### src/rtl/riscv_pkg.sv
// Shared definitions for the RV32I pipeline control blocks.
//   REG_ADDR_WIDTH : register-file address width
//   REG_X0         : address of the hard-wired zero register
//   stall_state_e  : per-cycle stall class reported by the hazard controller
package riscv_pkg;

    localparam int REG_ADDR_WIDTH = 5;
    localparam logic [REG_ADDR_WIDTH-1:0] REG_X0 = '0;

    typedef enum logic [1:0] {
        RUN        = 2'd0,
        LOAD_STALL = 2'd1,
        MEM_WAIT   = 2'd2,
        DRAIN      = 2'd3
    } stall_state_e;

endpackage

### src/rtl/hazard_stall_controller_if.sv
// Pipeline <-> hazard controller signal bundle.
//   master : pipeline side, drives hazard inputs and consumes stall/flush controls
//   slave  : hazard controller side
interface hazard_stall_controller_if
    import riscv_pkg::*;
#(
    parameter int COUNTER_WIDTH = 32
);
    logic [REG_ADDR_WIDTH-1:0] id_rs1;
    logic [REG_ADDR_WIDTH-1:0] id_rs2;
    logic                      id_uses_rs1;
    logic                      id_uses_rs2;
    logic                      id_fence;
    logic [REG_ADDR_WIDTH-1:0] ex_rd;
    logic                      ex_mem_read;
    logic                      ex_branch_taken;
    logic                      ex_valid;
    logic                      mem_valid;
    logic                      wb_valid;
    logic                      mem_busy;

    logic                      pc_write_enable;
    logic                      if_id_write_enable;
    logic                      if_id_flush;
    logic                      id_ex_bubble;
    logic                      pipeline_freeze;
    logic [1:0]                stall_state;
    logic                      mem_timeout_error;
    logic [COUNTER_WIDTH-1:0]  stall_cycle_count;
    logic [COUNTER_WIDTH-1:0]  flush_count;

    modport master (
        output id_rs1, id_rs2, id_uses_rs1, id_uses_rs2, id_fence,
               ex_rd, ex_mem_read, ex_branch_taken,
               ex_valid, mem_valid, wb_valid, mem_busy,
        input  pc_write_enable, if_id_write_enable, if_id_flush, id_ex_bubble,
               pipeline_freeze, stall_state, mem_timeout_error,
               stall_cycle_count, flush_count
    );

    modport slave (
        input  id_rs1, id_rs2, id_uses_rs1, id_uses_rs2, id_fence,
               ex_rd, ex_mem_read, ex_branch_taken,
               ex_valid, mem_valid, wb_valid, mem_busy,
        output pc_write_enable, if_id_write_enable, if_id_flush, id_ex_bubble,
               pipeline_freeze, stall_state, mem_timeout_error,
               stall_cycle_count, flush_count
    );

endinterface

### src/rtl/saturating_counter.sv
// Up-counter that sticks at all-ones.
//   clk   : clock
//   clear : synchronous clear, wins over inc
//   inc   : count enable
//   count : current value
module saturating_counter #(
    parameter int WIDTH = 32
) (
    input  logic             clk,
    input  logic             clear,
    input  logic             inc,
    output logic [WIDTH-1:0] count
);

    always_ff @(posedge clk) begin
        if (clear) begin
            count <= '0;
        end else if (inc && (count != '1)) begin
            count <= count + 1'b1;
        end
    end

endmodule

### src/rtl/hazard_stall_controller.sv
// Stall/flush sequencer for the 5-stage RV32I pipeline. Covers load-use,
// taken-branch redirect, data-memory wait states and FENCE drain, and keeps
// saturating stall/flush performance counters.
//   clk : pipeline clock
//   rst : synchronous active-high reset
//   bus : hazard inputs in, stall/flush controls and status out
//
// state      | meaning
// RUN        | normal flow (also recorded for a flush cycle)
// LOAD_STALL | one-cycle bubble behind a load whose result ID needs
// MEM_WAIT   | data memory busy, everything past IF/ID frozen
// DRAIN      | FENCE in ID waiting for EX/MEM/WB to empty
module hazard_stall_controller
    import riscv_pkg::*;
#(
    parameter int COUNTER_WIDTH = 32,
    parameter int MEM_TIMEOUT   = 64
) (
    input  logic                     clk,
    input  logic                     rst,
    hazard_stall_controller_if.slave bus
);

    localparam int MW_WIDTH = $clog2(MEM_TIMEOUT) + 1;
    localparam logic [MW_WIDTH-1:0] MW_LAST = MW_WIDTH'(MEM_TIMEOUT - 1);

    stall_state_e             state_q;
    stall_state_e             state_next;
    logic                     load_use;
    logic                     drain;
    logic                     flush_cycle;
    logic                     timeout_q;
    logic [MW_WIDTH-1:0]      mw_count;
    logic [COUNTER_WIDTH-1:0] stall_count;
    logic [COUNTER_WIDTH-1:0] flush_cnt;

    always_comb begin
        load_use = bus.ex_mem_read && (bus.ex_rd != REG_X0) &&
                   ((bus.id_uses_rs1 && (bus.id_rs1 == bus.ex_rd)) ||
                    (bus.id_uses_rs2 && (bus.id_rs2 == bus.ex_rd)));
        drain    = bus.id_fence && (bus.ex_valid || bus.mem_valid || bus.wb_valid);
    end

    always_comb begin
        state_next             = RUN;
        flush_cycle            = 1'b0;
        bus.pc_write_enable    = 1'b1;
        bus.if_id_write_enable = 1'b1;
        bus.if_id_flush        = 1'b0;
        bus.id_ex_bubble       = 1'b0;
        bus.pipeline_freeze    = 1'b0;

        if (bus.mem_busy) begin
            // A taken branch waits here; it is flushed once memory releases.
            state_next             = MEM_WAIT;
            bus.pc_write_enable    = 1'b0;
            bus.if_id_write_enable = 1'b0;
            bus.pipeline_freeze    = 1'b1;
        end else if (bus.ex_branch_taken) begin
            flush_cycle      = 1'b1;
            bus.if_id_flush  = 1'b1;
            bus.id_ex_bubble = 1'b1;
        end else if (load_use || drain) begin
            state_next             = load_use ? LOAD_STALL : DRAIN;
            bus.pc_write_enable    = 1'b0;
            bus.if_id_write_enable = 1'b0;
            bus.id_ex_bubble       = 1'b1;
        end

        if (rst) begin
            flush_cycle            = 1'b0;
            bus.pc_write_enable    = 1'b0;
            bus.if_id_write_enable = 1'b0;
            bus.if_id_flush        = 1'b1;
            bus.id_ex_bubble       = 1'b1;
            bus.pipeline_freeze    = 1'b0;
        end
    end

    always_ff @(posedge clk) begin
        if (rst) begin
            state_q <= RUN;
        end else begin
            state_q <= state_next;
        end
    end

    // The error rises on the edge that brings the wait count to MEM_TIMEOUT.
    always_ff @(posedge clk) begin
        if (rst) begin
            timeout_q <= 1'b0;
        end else if (bus.mem_busy && (mw_count >= MW_LAST)) begin
            timeout_q <= 1'b1;
        end
    end

    saturating_counter #(.WIDTH(COUNTER_WIDTH)) u_stall_counter (
        .clk   (clk),
        .clear (rst),
        .inc   (!bus.pc_write_enable),
        .count (stall_count)
    );

    saturating_counter #(.WIDTH(COUNTER_WIDTH)) u_flush_counter (
        .clk   (clk),
        .clear (rst),
        .inc   (flush_cycle),
        .count (flush_cnt)
    );

    saturating_counter #(.WIDTH(MW_WIDTH)) u_mem_wait_counter (
        .clk   (clk),
        .clear (rst || !bus.mem_busy),
        .inc   (bus.mem_busy),
        .count (mw_count)
    );

    assign bus.stall_state       = state_q;
    assign bus.mem_timeout_error = timeout_q;
    assign bus.stall_cycle_count = stall_count;
    assign bus.flush_count       = flush_cnt;

endmodule

### src/flat_wrapper.sv
// flat-port wrapper written by rule: the top's interface ports become plain ports
module hazard_stall_controller_flat import riscv_pkg::*;
#(
    parameter int COUNTER_WIDTH = 32,
    parameter int MEM_TIMEOUT   = 64
)
  (clk, rst, bus_id_rs1, bus_id_rs2, bus_id_uses_rs1, bus_id_uses_rs2, bus_id_fence, bus_ex_rd, bus_ex_mem_read, bus_ex_branch_taken, bus_ex_valid, bus_mem_valid, bus_wb_valid, bus_mem_busy, bus_pc_write_enable, bus_if_id_write_enable, bus_if_id_flush, bus_id_ex_bubble, bus_pipeline_freeze, bus_stall_state, bus_mem_timeout_error, bus_stall_cycle_count, bus_flush_count);
  hazard_stall_controller_if #(.COUNTER_WIDTH(COUNTER_WIDTH)) bus_i ();
  input  logic clk;
  input  logic rst;
  input wire logic [$bits(bus_i.id_rs1)-1:0] bus_id_rs1;
  input wire logic [$bits(bus_i.id_rs2)-1:0] bus_id_rs2;
  input wire logic [$bits(bus_i.id_uses_rs1)-1:0] bus_id_uses_rs1;
  input wire logic [$bits(bus_i.id_uses_rs2)-1:0] bus_id_uses_rs2;
  input wire logic [$bits(bus_i.id_fence)-1:0] bus_id_fence;
  input wire logic [$bits(bus_i.ex_rd)-1:0] bus_ex_rd;
  input wire logic [$bits(bus_i.ex_mem_read)-1:0] bus_ex_mem_read;
  input wire logic [$bits(bus_i.ex_branch_taken)-1:0] bus_ex_branch_taken;
  input wire logic [$bits(bus_i.ex_valid)-1:0] bus_ex_valid;
  input wire logic [$bits(bus_i.mem_valid)-1:0] bus_mem_valid;
  input wire logic [$bits(bus_i.wb_valid)-1:0] bus_wb_valid;
  input wire logic [$bits(bus_i.mem_busy)-1:0] bus_mem_busy;
  output wire logic [$bits(bus_i.pc_write_enable)-1:0] bus_pc_write_enable;
  output wire logic [$bits(bus_i.if_id_write_enable)-1:0] bus_if_id_write_enable;
  output wire logic [$bits(bus_i.if_id_flush)-1:0] bus_if_id_flush;
  output wire logic [$bits(bus_i.id_ex_bubble)-1:0] bus_id_ex_bubble;
  output wire logic [$bits(bus_i.pipeline_freeze)-1:0] bus_pipeline_freeze;
  output wire logic [$bits(bus_i.stall_state)-1:0] bus_stall_state;
  output wire logic [$bits(bus_i.mem_timeout_error)-1:0] bus_mem_timeout_error;
  output wire logic [$bits(bus_i.stall_cycle_count)-1:0] bus_stall_cycle_count;
  output wire logic [$bits(bus_i.flush_count)-1:0] bus_flush_count;
  assign bus_i.id_rs1 = bus_id_rs1;
  assign bus_i.id_rs2 = bus_id_rs2;
  assign bus_i.id_uses_rs1 = bus_id_uses_rs1;
  assign bus_i.id_uses_rs2 = bus_id_uses_rs2;
  assign bus_i.id_fence = bus_id_fence;
  assign bus_i.ex_rd = bus_ex_rd;
  assign bus_i.ex_mem_read = bus_ex_mem_read;
  assign bus_i.ex_branch_taken = bus_ex_branch_taken;
  assign bus_i.ex_valid = bus_ex_valid;
  assign bus_i.mem_valid = bus_mem_valid;
  assign bus_i.wb_valid = bus_wb_valid;
  assign bus_i.mem_busy = bus_mem_busy;
  assign bus_pc_write_enable = bus_i.pc_write_enable;
  assign bus_if_id_write_enable = bus_i.if_id_write_enable;
  assign bus_if_id_flush = bus_i.if_id_flush;
  assign bus_id_ex_bubble = bus_i.id_ex_bubble;
  assign bus_pipeline_freeze = bus_i.pipeline_freeze;
  assign bus_stall_state = bus_i.stall_state;
  assign bus_mem_timeout_error = bus_i.mem_timeout_error;
  assign bus_stall_cycle_count = bus_i.stall_cycle_count;
  assign bus_flush_count = bus_i.flush_count;
  hazard_stall_controller #(.COUNTER_WIDTH(COUNTER_WIDTH), .MEM_TIMEOUT(MEM_TIMEOUT)) u_core (.clk(clk), .rst(rst), .bus(bus_i));
endmodule
### config.mk
export PLATFORM = sky130hd
export DESIGN_NAME = hazard_stall_controller_flat
export DESIGN_NICKNAME = d
export VERILOG_FILES = /design/src/rtl/riscv_pkg.sv /design/src/rtl/hazard_stall_controller_if.sv /design/src/rtl/saturating_counter.sv /design/src/rtl/hazard_stall_controller.sv /design/src/flat_wrapper.sv
export SDC_FILE = /design/constraint.sdc
export NUM_CORES = 1
export LEC_CHECK = 0
export BUFFER_PORTS_ARGS = -buffer_cell sky130_fd_sc_hd__buf_4
export CORE_MARGIN = 2
export CORE_UTILIZATION = 57
export CTS_CLUSTER_SIZE = 20
export DETAILED_ROUTE_END_ITERATION = 7
export PLACE_DENSITY = 0.86
export SLEW_MARGIN = 20
export SYNTH_ARGS = -nofsm -noshare
export SYNTH_HDL_FRONTEND = slang
export SYNTH_SLANG_ARGS = --single-unit
### constraint.sdc
create_clock -name clk -period 4.2 [get_ports clk]
set_input_delay 0.63 -clock clk [delete_from_list [all_inputs] [get_ports clk]]
set_output_delay 0.63 -clock clk [all_outputs]
set_load 0.005 [all_outputs]
==> impl_metrics.csv, run 1 <==
group,metric,value,unit
global_route,grt_usage,26.07,%
critical_path,path_cells,"and4_1, nand4_1, nor4_2, nand3_1, nand4_4, or3_1, a21oi_1",
power_and_ir_drop,p_leak,1.854,nW
sta,maxSlewHeadroom,42.62,%
layout,seq_area,0.001481,mm2
die,core_area,0.006277,mm2
clocking,cts_tree,"done",
global_route,antenna_found_initial,0,
synth,syn-num-nets,469,
critical_path,cp.arrival,3.19,ns
placement,routabilityCongestion,0.8069,
sta,holdWs,0.4960,ns
synth,synth_cells,440,
critical_path,path_class,"reg -> reg",
placement,dp_hpwl,6293,um
layout,multi_input_area,0.002068,mm2
sta,hold_viol_final,0,
layout,drive_gt1_share,22.80,%
job,maxCapViolations,0,
critical_path,startpoint_type,"flop",
placement,placed_cell_area,0.004415,mm2
die,die_w,84.24,um
layout,final_core_util,74.89,%
power_and_ir_drop,finalPower,1.564,mW
synth,synth_area,0.003670,mm2
drt,vias,3583,
global_route,grt.overflow.total,0,
placement,pre_cts_ws,1.218,ns
synth,ys_warn_count,0,
critical_path,cp_max_fo,20,
critical_path,worstSetupEndpointType,"flop",
drt,antenna_left,0,
synth,async_flop_share,0,%
drt,wl,9262,um
sta,layout_setup_ws,1.213,ns
synth,ys.flop_type,"dfxtp_1",
clocking,clock_latency,0.35,ns
global_route,grt_max_degree,73,
die,pin_count,98,
die,row_count,29,
sta,setup-violations-final,0,
drt,drc_errors,0,
drt,vias_per_cell,5.855,
global_route,grt_pass1_vias,3394,
global_route,grt_pass1_wl,15390,um
critical_path,slowest_delay,0.69,ns
critical_path,crit_family,"simple AND/OR/NAND/NOR gates",
sta,tightest_slew,0.8583,ns
drt,dr.pass1.iters,4,
clocking,ctsHoldBuffers,0,
layout,fin_area,0.004701,mm2
sta,final.setup_skew,0.007193,ns
synth,seq_area_frac_synth,40.37,%
die,die_area,0.007096,mm2
clocking,root_buffer,"clkbuf_8",
clocking,cts_sinks,74,
critical_path,timing.critical_path.buf_inv,0,
power_and_ir_drop,power_density,332.7,mW/mm2
placement,io_buffers,97,
clocking,ctsResizeCount,0,
layout,fillCellCount,471,
synth,synth_edf_count,0,
sta,fmax,334.8,MHz
synth,avgSynthCellArea,8.340,um2
clocking,cts-buffers-inserted,9,
clocking,cts_setup_buffers,0,
clocking,clockBufferDepth,2,
sta,final.min_clock_period,2.987,ns
sta,rsz0062_at_grt,"no",
layout,instances_no_fill,612,
layout,areaGrowthSynthToFinish,28.09,%
worst_hold_path,min_path_type,"reg -> reg",
sta,timing.final.crit_share,71.12,%
drt,wire_per_inst,15.13,um
sta,fin_setup_tns,0,ns
drt,drtIter0Drc,255,
clocking,cts_max_level,3,
power_and_ir_drop,peakVddDrop,0.2700,mV
die,initial_utilization,58.46,%
placement,post-place-cells,596,
run_status,status,"finished clean",
sta,drv_slew,0,
synth,synth_cell_types,41,
critical_path,crit_required,4.40,ns
die,die_h,84.24,um
layout,diodes,0,
critical_path,cp_slowest_cell,"nand3_1",
clocking,path_clk_slew,0.08,ns
layout,nNetsFinal,559,
synth,yosys_register_bits,74,
## cells in the final DEF (no fill, tap or decap), drive strengths merged, types with 2 or more instances in the layout
master	netlist	layout
buf	5	98
dfxtp	74	74
nor2	65	65
xor2	42	42
nand3	35	35
nand4	29	29
a21oi	21	21
nand2	21	21
o21ai	17	17
xnor2	17	17
and3	16	16
or3	16	16
clkbuf	14	12
and4	10	10
nor3	9	9
inv	9	9
nor4	8	8
bufinv	0	4
o31ai	4	4
or4	3	3
or2	3	3
nor3b	3	3
ha	3	3
and2	3	3
nor2b	2	2
## layout make-up
type | instances | share of cell area [%]
inverters | 9 | 0.7187
clock inverters | 4 | 2.555
flip-flops and latches | 74 | 31.51
repair buffers | 98 | 15.65
multi-input cells | 338 | 44.00
clock buffers | 12 | 3.513
well taps | 77 | 2.050
## kinds of logic (layout without fill, tap and decap cells)
kind of cell / Yosys count / count (layout) / synth area share (%)
and+or+nand+nor: 226 / 226 / 33.07
buffers and inverters: 28 / 123 / 3.273
AOI/OAI and AO/OA: 49 / 49 / 7.910
DFF: 74 / 74 / 40.37
adders and majority gates: 3 / 3 / 1.023
xor gates and xnor gates: 59 / 59 / 14.08
muxes: 1 / 1 / 0.2728
## per-layer routing
| layer | vias up | part of all wire [%] | routed length [um] | global-route usage (%) |
|---|---|---|---|---|
| li1 | 1739 | - | - | - |
| met1 | 1692 | 43 | 3954 | 32.70 |
| met2 | 131 | 49 | 4571 | 43.43 |
| met3 | 21 | 5.7 | 529 | 4.621 |
| met4 | 0 | 2.2 | 207 | 12.46 |
| met5 | - | 0 | 0 | 0 |
## sequential cells by signal (all words and copies together), names as in the netlist
register                         cells
u_core.u_flush_counter.count        32
u_core.u_stall_counter.count        32
u_core.u_mem_wait_counter.count      7
u_core.bus.stall_state               2
u_core.bus.mem_timeout_error         1
## synthesized netlist by cell type, types with 2 or more instances
library cell  number  area [um2]
a21oi_1           21       105.1
and2_1             2       12.51
and3_1            16       100.1
and4_1            10       87.58
buf_2              3       15.01
clkbuf_1          14       52.55
dfxtp_1           74        1481
ha_1               3       37.54
inv_1              9       33.78
nand2_1           21       78.83
nand3_1           35       175.2
nand4_1           28       175.2
nor2_1            65       244.0
nor2b_1            2       12.51
nor3_1             9       45.04
nor3b_1            3       22.52
nor4_1             5       31.28
nor4_2             3       37.54
o21ai_0           17       85.08
o31ai_1            3       22.52
or2_2              3       18.77
or3_1             16       100.1
or4_1              3       22.52
xnor2_1           17       148.9
xor2_1            42       367.9
## tightest hold or removal path, stage by stage, from the launching register on
cell and delay (ns):
dfxtp_1 0.34, a21oi_1 0.05, nor2_1 0.07
## where the power goes
| part | leakage [nW] | total [mW] | switching, mW | internal [mW] |
|---|---|---|---|---|
| sequential | 0.597 | 0.714 | 0.00719 | 0.707 |
| clock | 0.143 | 0.766 | 0.263 | 0.504 |
| combinational | 1.11 | 0.0836 | 0.0439 | 0.0398 |
| total | 1.85 | 1.56 | 0.314 | 1.25 |
## final timing paths
path	start	slack, ns	cells past startpoint	to
setup / recovery	u_core.u_stall_counter.count[3]	1.21	7	u_core.u_stall_counter.count[20]
setup reg to reg	u_core.u_stall_counter.count[3]	1.21	7	u_core.u_stall_counter.count[20]
hold / removal	u_core.u_mem_wait_counter.count[6]	0.50	2	u_core.u_mem_wait_counter.count[6]
hold reg to reg	u_core.u_mem_wait_counter.count[6]	0.50	2	u_core.u_mem_wait_counter.count[6]
Power figures use the tool's default switching activity.
==> run 2, diff against run 1 <==
CORE_UTILIZATION = 53   (was 57)
PLACE_DENSITY = 0.8   (was 0.86)
clock period = 2.76 ns   (was 4.2 ns; I/O delays follow)
==> impl_metrics.csv, run 2 (synthesized netlist as in run 1, its figures left out) <==
group,metric,value,unit
run_status,status,"finished clean",
sta,drv_slew,0,
drt,vias,3582,
power_and_ir_drop,peakVddDrop,0.2588,mV
drt,antenna_left,0,
layout,drive_gt1_share,23.48,%
layout,fillCellCount,576,
sta,final.min_clock_period,2.409,ns
sta,fmax,415.2,MHz
drt,vias_per_cell,5.768,
clocking,cts_tree,"done",
clocking,cts_setup_buffers,0,
critical_path,timing.critical_path.buf_inv,3,
placement,io_buffers,97,
sta,rsz0062_at_grt,"no",
clocking,cts-buffers-inserted,9,
layout,multi_input_area,0.002068,mm2
critical_path,path_common_cell,"buf_4",
placement,dp_hpwl,6406,um
layout,diodes,0,
global_route,grt.overflow.total,0,
drt,drtIter0Drc,226,
placement,pre_cts_ws,0.1723,ns
critical_path,crit_family,"compound AO/OA/AOI/OAI gates",
layout,final_common_cell,"buf_4",
power_and_ir_drop,power_density,423.1,mW/mm2
global_route,grt_pass1_vias,3223,
critical_path,path_cells,"buf_4, xor2_1, nor4_1, a32oi_1, o31ai_4, inv_1, buf_4",
job,maxCapViolations,0,
critical_path,crit_required,2.35,ns
critical_path,worstSetupEndpointType,"output pin",
clocking,clock_latency,0.35,ns
critical_path,slowest_delay,0.51,ns
die,core_area,0.006756,mm2
layout,nNetsFinal,566,
placement,routabilityCongestion,0.8128,
clocking,cts_sinks,74,
global_route,grt_max_degree,38,
die,die_w,87.21,um
clocking,clockBufferDepth,2,
critical_path,r2r_slack,0.42,ns
critical_path,path_class,"in -> out",
die,pin_count,98,
clocking,cts_max_level,3,
sta,tightest_slew,0.5657,ns
sta,hold_viol_final,0,
sta,fin_setup_tns,0,ns
die,die_h,87.21,um
sta,final.setup_skew,0.008121,ns
power_and_ir_drop,p_leak,1.836,nW
drt,dr.pass1.iters,4,
drt,drc_errors,0,
die,die_area,0.007606,mm2
critical_path,cp_max_fo,11,
global_route,grt_pass1_wl,14430,um
clocking,ctsResizeCount,0,
layout,layout_common_cells,"buf_4 (105), dfxtp_1 (74), nor2_1 (65)",
sta,layout_setup_ws,0.3513,ns
layout,areaGrowthSynthToFinish,26.49,%
global_route,grt_usage,23.51,%
drt,wl,8947,um
layout,top_regs,"u_core.u_flush_counter.count x32, u_core.u_stall_counter.count x32, u_core.u_mem_wait_counter.count x7",
die,initial_utilization,54.31,%
die,row_count,30,
sta,maxSlewHeadroom,62.29,%
global_route,antenna_found_initial,0,
clocking,root_buffer,"clkbuf_8",
drt,wire_per_inst,14.41,um
critical_path,cp_slowest_cell,"o31ai_4",
clocking,path_clk_slew,0.07,ns
layout,seq_area,0.001481,mm2
clocking,ctsHoldBuffers,0,
worst_hold_path,min_path_type,"in -> reg",
critical_path,startpoint_type,"input port",
sta,timing.final.crit_share,87.27,%
critical_path,cp.arrival,1.99,ns
sta,setup-violations-final,0,
-- run 2: path summary, 6_finish.rpt --
kind / from / end / cells past startpoint
worst min register to register: u_core.u_mem_wait_counter.count[5] / u_core.u_mem_wait_counter.count[5] / 2
worst max-delay path: bus_ex_rd[3] / bus_if_id_write_enable / 7
worst max register to register: u_core.u_stall_counter.count[3] / u_core.u_stall_counter.count[14] / 8
worst min-delay path: bus_ex_branch_taken / u_core.bus.stall_state[0] / 2
-- run 2: worst register-to-register path, stage by stage, from the launching register on --
cell     delay [ns]
dfxtp_1        0.42
and4_1         0.27
nand4_1        0.32
nor4_2         0.48
nand3_1        0.13
buf_4          0.23
nand4_4        0.16
xor2_1         0.17
nor2_1         0.05
-- run 2: layout make-up --
cell class | instances | share of cell area, %
tap | 80 | 2.156
multi-input combinational | 338 | 44.56
sequential | 74 | 31.91
timing repair buffer | 105 | 16.98
clock buffer | 12 | 3.342
inverter | 9 | 0.7278
clock inverter | 3 | 0.3235
-- run 2: stage by stage --
stage	hold WS, ns	instance area [um2]	total power, mW	std cells	utilization, %
2_1_floorplan	0.4479	3670	1.173	440	-
3_3_place_gp	0.4611	4472	1.240	606	66.19
3_5_place_dp	0.4880	4472	1.243	606	66.19
4_1_cts	0.3117	4642	1.979	621	68.70
5_1_grt	0.3378	4642	2.041	621	68.70
6_report	0.3181	4642	1.964	621	68.70
-- run 2: routing by layer --
metal,global-route usage (%),wire [um]
met4,9.091,111
met2,40.74,4477
met3,5.308,555
met1,28.26,3803
met5,0,0
-- run 2: report_power, final --
part | switching (mW) | total, mW | leakage (nW) | internal, mW
clock network | 0.380 | 0.746 | 0.0920 | 0.366
registers | 0.0107 | 1.09 | 0.597 | 1.08
logic | 0.0666 | 0.132 | 1.15 | 0.0651
total | 0.457 | 1.96 | 1.84 | 1.51
==> run 3, diff against run 2 <==
ABC_AREA = 1   (was default)
CORE_UTILIZATION = 55   (was 53)
==> impl_metrics.csv, run 3 <==
group,metric,value,unit
synth,synth_common_cells,"nand2_1 (215), nor2_1 (120), inv_1 (77), dfxtp_1 (74), a21oi_1 (62)",
global_route,antenna_found_initial,0,
power_and_ir_drop,peakVddDrop,0.1961,mV
synth,avgSynthCellArea,6.190,um2
layout,areaGrowthSynthToFinish,19.99,%
power_and_ir_drop,p_clk_share,36.1,%
clocking,clockBufferDepth,2,
power_and_ir_drop,p_leak,2.465,nW
placement,dp_hpwl,8621,um
drt,wire_per_inst,12.22,um
sta,maxSlewHeadroom,49.89,%
sta,setup-violations-final,0,
power_and_ir_drop,finalPower,1.954,mW
drt,vias_per_cell,5.197,
global_route,grt_usage,25.99,%
drt,wl,11440,um
clocking,cts_tree,"done",
synth,yosys.area_share.simple,43.86,%
die,die_h,95.01,um
layout,final_common_cell,"nand2_1",
synth,synthAdderAreaFrac,0.8239,%
clocking,root_buffer,"clkbuf_8",
synth,synth_compound_area_share,9.036,%
clocking,cts_setup_buffers,0,
die,row_count,33,
critical_path,path_class,"reg -> reg",
synth,synth_top_family_by_area,"simple AND/OR/NAND/NOR gates",
layout,layout_common_cells,"nand2_1 (215), nor2_1 (120), buf_4 (100)",
placement,io_buffers,97,
synth,seq_area_frac_synth,32.52,%
synth,synth_xor_area_share,3.653,%
die,initial_utilization,56.01,%
clocking,cts_max_level,3,
global_route,grt_max_degree,64,
clocking,ctsHoldBuffers,0,
sta,drv_slew,0,
sta,hold_viol_final,0,
synth,synth_cell_types,37,
power_and_ir_drop,p_sw,0.4944,mW
critical_path,cp.arrival,2.37,ns
global_route,grt_pass1_wl,19060,um
worst_hold_path,min_path_type,"in -> reg",
synth,ys.flop_type,"dfxtp_1",
synth,synth_area_leader_cell,"dfxtp_1",
layout,top_regs,"u_core.u_flush_counter.count x32, u_core.u_stall_counter.count x32, u_core.u_mem_wait_counter.count x7",
clocking,path_clk_slew,0.07,ns
drt,drc_errors,0,
drt,drtIter0Drc,313,
power_and_ir_drop,power_frac_comb,8.4,%
sta,final.min_clock_period,2.144,ns
critical_path,startpoint_type,"flop",
die,core_area,0.008134,mm2
synth,async_flop_share,0,%
die,pin_count,98,
layout,nNetsFinal,856,
synth,yosysMostFrequentCell,"nand2_1",
synth,yosys_register_bits,74,
global_route,grt.overflow.total,0,
power_and_ir_drop,share_seq_of_total_power,55.5,%
synth,synth_area,0.004556,mm2
synth,yosys-top-cells-area,"dfxtp_1 (33%), nand2_1 (18%), nor2_1 (9.9%), a21oi_1 (6.8%), inv_1 (6.3%)",
clocking,cts-buffers-inserted,9,
critical_path,cp_max_fo,29,
run_status,status,"finished clean",
clocking,cts_sinks,74,
clocking,ctsResizeCount,0,
global_route,grt_pass1_vias,4382,
sta,fin_setup_tns,0,ns
synth,ys_warn_count,0,
layout,drive_gt1_share,18.65,%
layout,diodes,0,
synth,syn-num-nets,765,
die,die_w,95.01,um
critical_path,crit_required,2.99,ns
sta,final.setup_skew,0.01261,ns
synth,synth_cells,736,
job,maxCapViolations,0,
sta,rsz0062_at_grt,"no",
drt,vias,4864,
die,die_area,0.009027,mm2
synth,synth_edf_count,0,
drt,antenna_left,0,
critical_path,worstSetupEndpointType,"flop",
synth,synth.top_cell.area_share,32.52,%
drt,dr.pass1.iters,6,
sta,timing.final.crit_share,77.69,%
synth,synth_mux_area_share,0,%
placement,routabilityCongestion,0.9123,
power_and_ir_drop,power_density,357.5,mW/mm2
clocking,clock_latency,0.35,ns
power_and_ir_drop,switching_share,25.30,%
sta,tightest_slew,0.7508,ns
sta,fmax,466.4,MHz
power_and_ir_drop,intPower,1.460,mW
## run 3: changes by cell type after synthesis, sizes merged, moves of 12 or more
| cell | previous run | this run |
|---|---|---|
| nand2 | 21 | 226 |
| xnor2 | 17 | 5 |
| nor2 | 65 | 130 |
| a21oi | 21 | 62 |
| inv | 9 | 90 |
| nand4 | 29 | 16 |
| xor2 | 42 | 14 |
| nor3 | 9 | 24 |
| or3 | 16 | 0 |
| buf | 5 | 17 |
| and3 | 16 | 1 |
## run 3: worst paths after layout
check,endpoint,start,slack [ns],cells past startpoint
hold reg to reg,u_core.u_mem_wait_counter.count[4],u_core.u_mem_wait_counter.count[4],0.46,2
setup reg to reg,u_core.u_flush_counter.count[16],u_core.u_flush_counter.count[17],0.62,10
setup / recovery,u_core.u_flush_counter.count[16],u_core.u_flush_counter.count[17],0.62,10
hold / removal,u_core.bus.mem_timeout_error,bus_mem_busy,0.34,3
## run 3: area by class of cell
type	instances	area, um2
tap	105	131.4
inverter	90	337.8
fill	771	2668
timing repair buffer	100	750.7
multi-input combinational	552	2614
clock buffer	11	131.4
clock inverter	4	20.02
sequential	74	1481
## run 3: logic make-up (layout without fill, tap and decap cells)
family,after synthesis,in the layout
AOI/OAI and AO/OA,81,81
xor gates and xnor gates,19,19
adders and majority gates,3,3
buffers and inverters,110,205
DFF,74,74
and+or+nand+nor,449,449
## run 3: per-layer routing
layer	GRT usage, %	wire length, um	up-vias
met5	0	0	-
met4	9.300	183	0
met3	3.874	612	15
met2	47.22	5666	144
met1	31.00	4980	2198
li1	-	-	2507
## run 3: worst max-delay path: stages, from the launching register on
cell	delay (ns)
dfxtp_1	0.45
nand2_1	0.15
nor2_1	0.22
nand2_1	0.14
nor2_1	0.18
nand2_1	0.15
nand2_2	0.09
buf_4	0.29
nor2_1	0.10
o21ai_0	0.18
a21oi_1	0.06
## run 3: metrics by stage
stage	instances	utilization (%)	hold slack [ns]	cell area (um2)	setup slack, ns
after floorplan	736	-	0.4234	4556	0.8996
after global placement	921	65.34	0.4328	5315	0.6837
after detailed placement	921	65.34	0.4425	5315	0.6177
after CTS	936	67.21	0.3362	5466	0.6543
after global routing	936	67.21	0.3550	5466	0.3626
final	936	67.21	0.3444	5466	0.6157
## run 3: power by group through the flow
stage	logic [mW]	clock network, mW	registers (mW)
final	0.164	0.705	1.08
after global routing	0.186	0.758	1.09
after CTS	0.165	0.718	1.08
after detailed placement	0.165	0	1.11
after global placement	0.158	0	1.11
after floorplan	0.0996	0	1.11
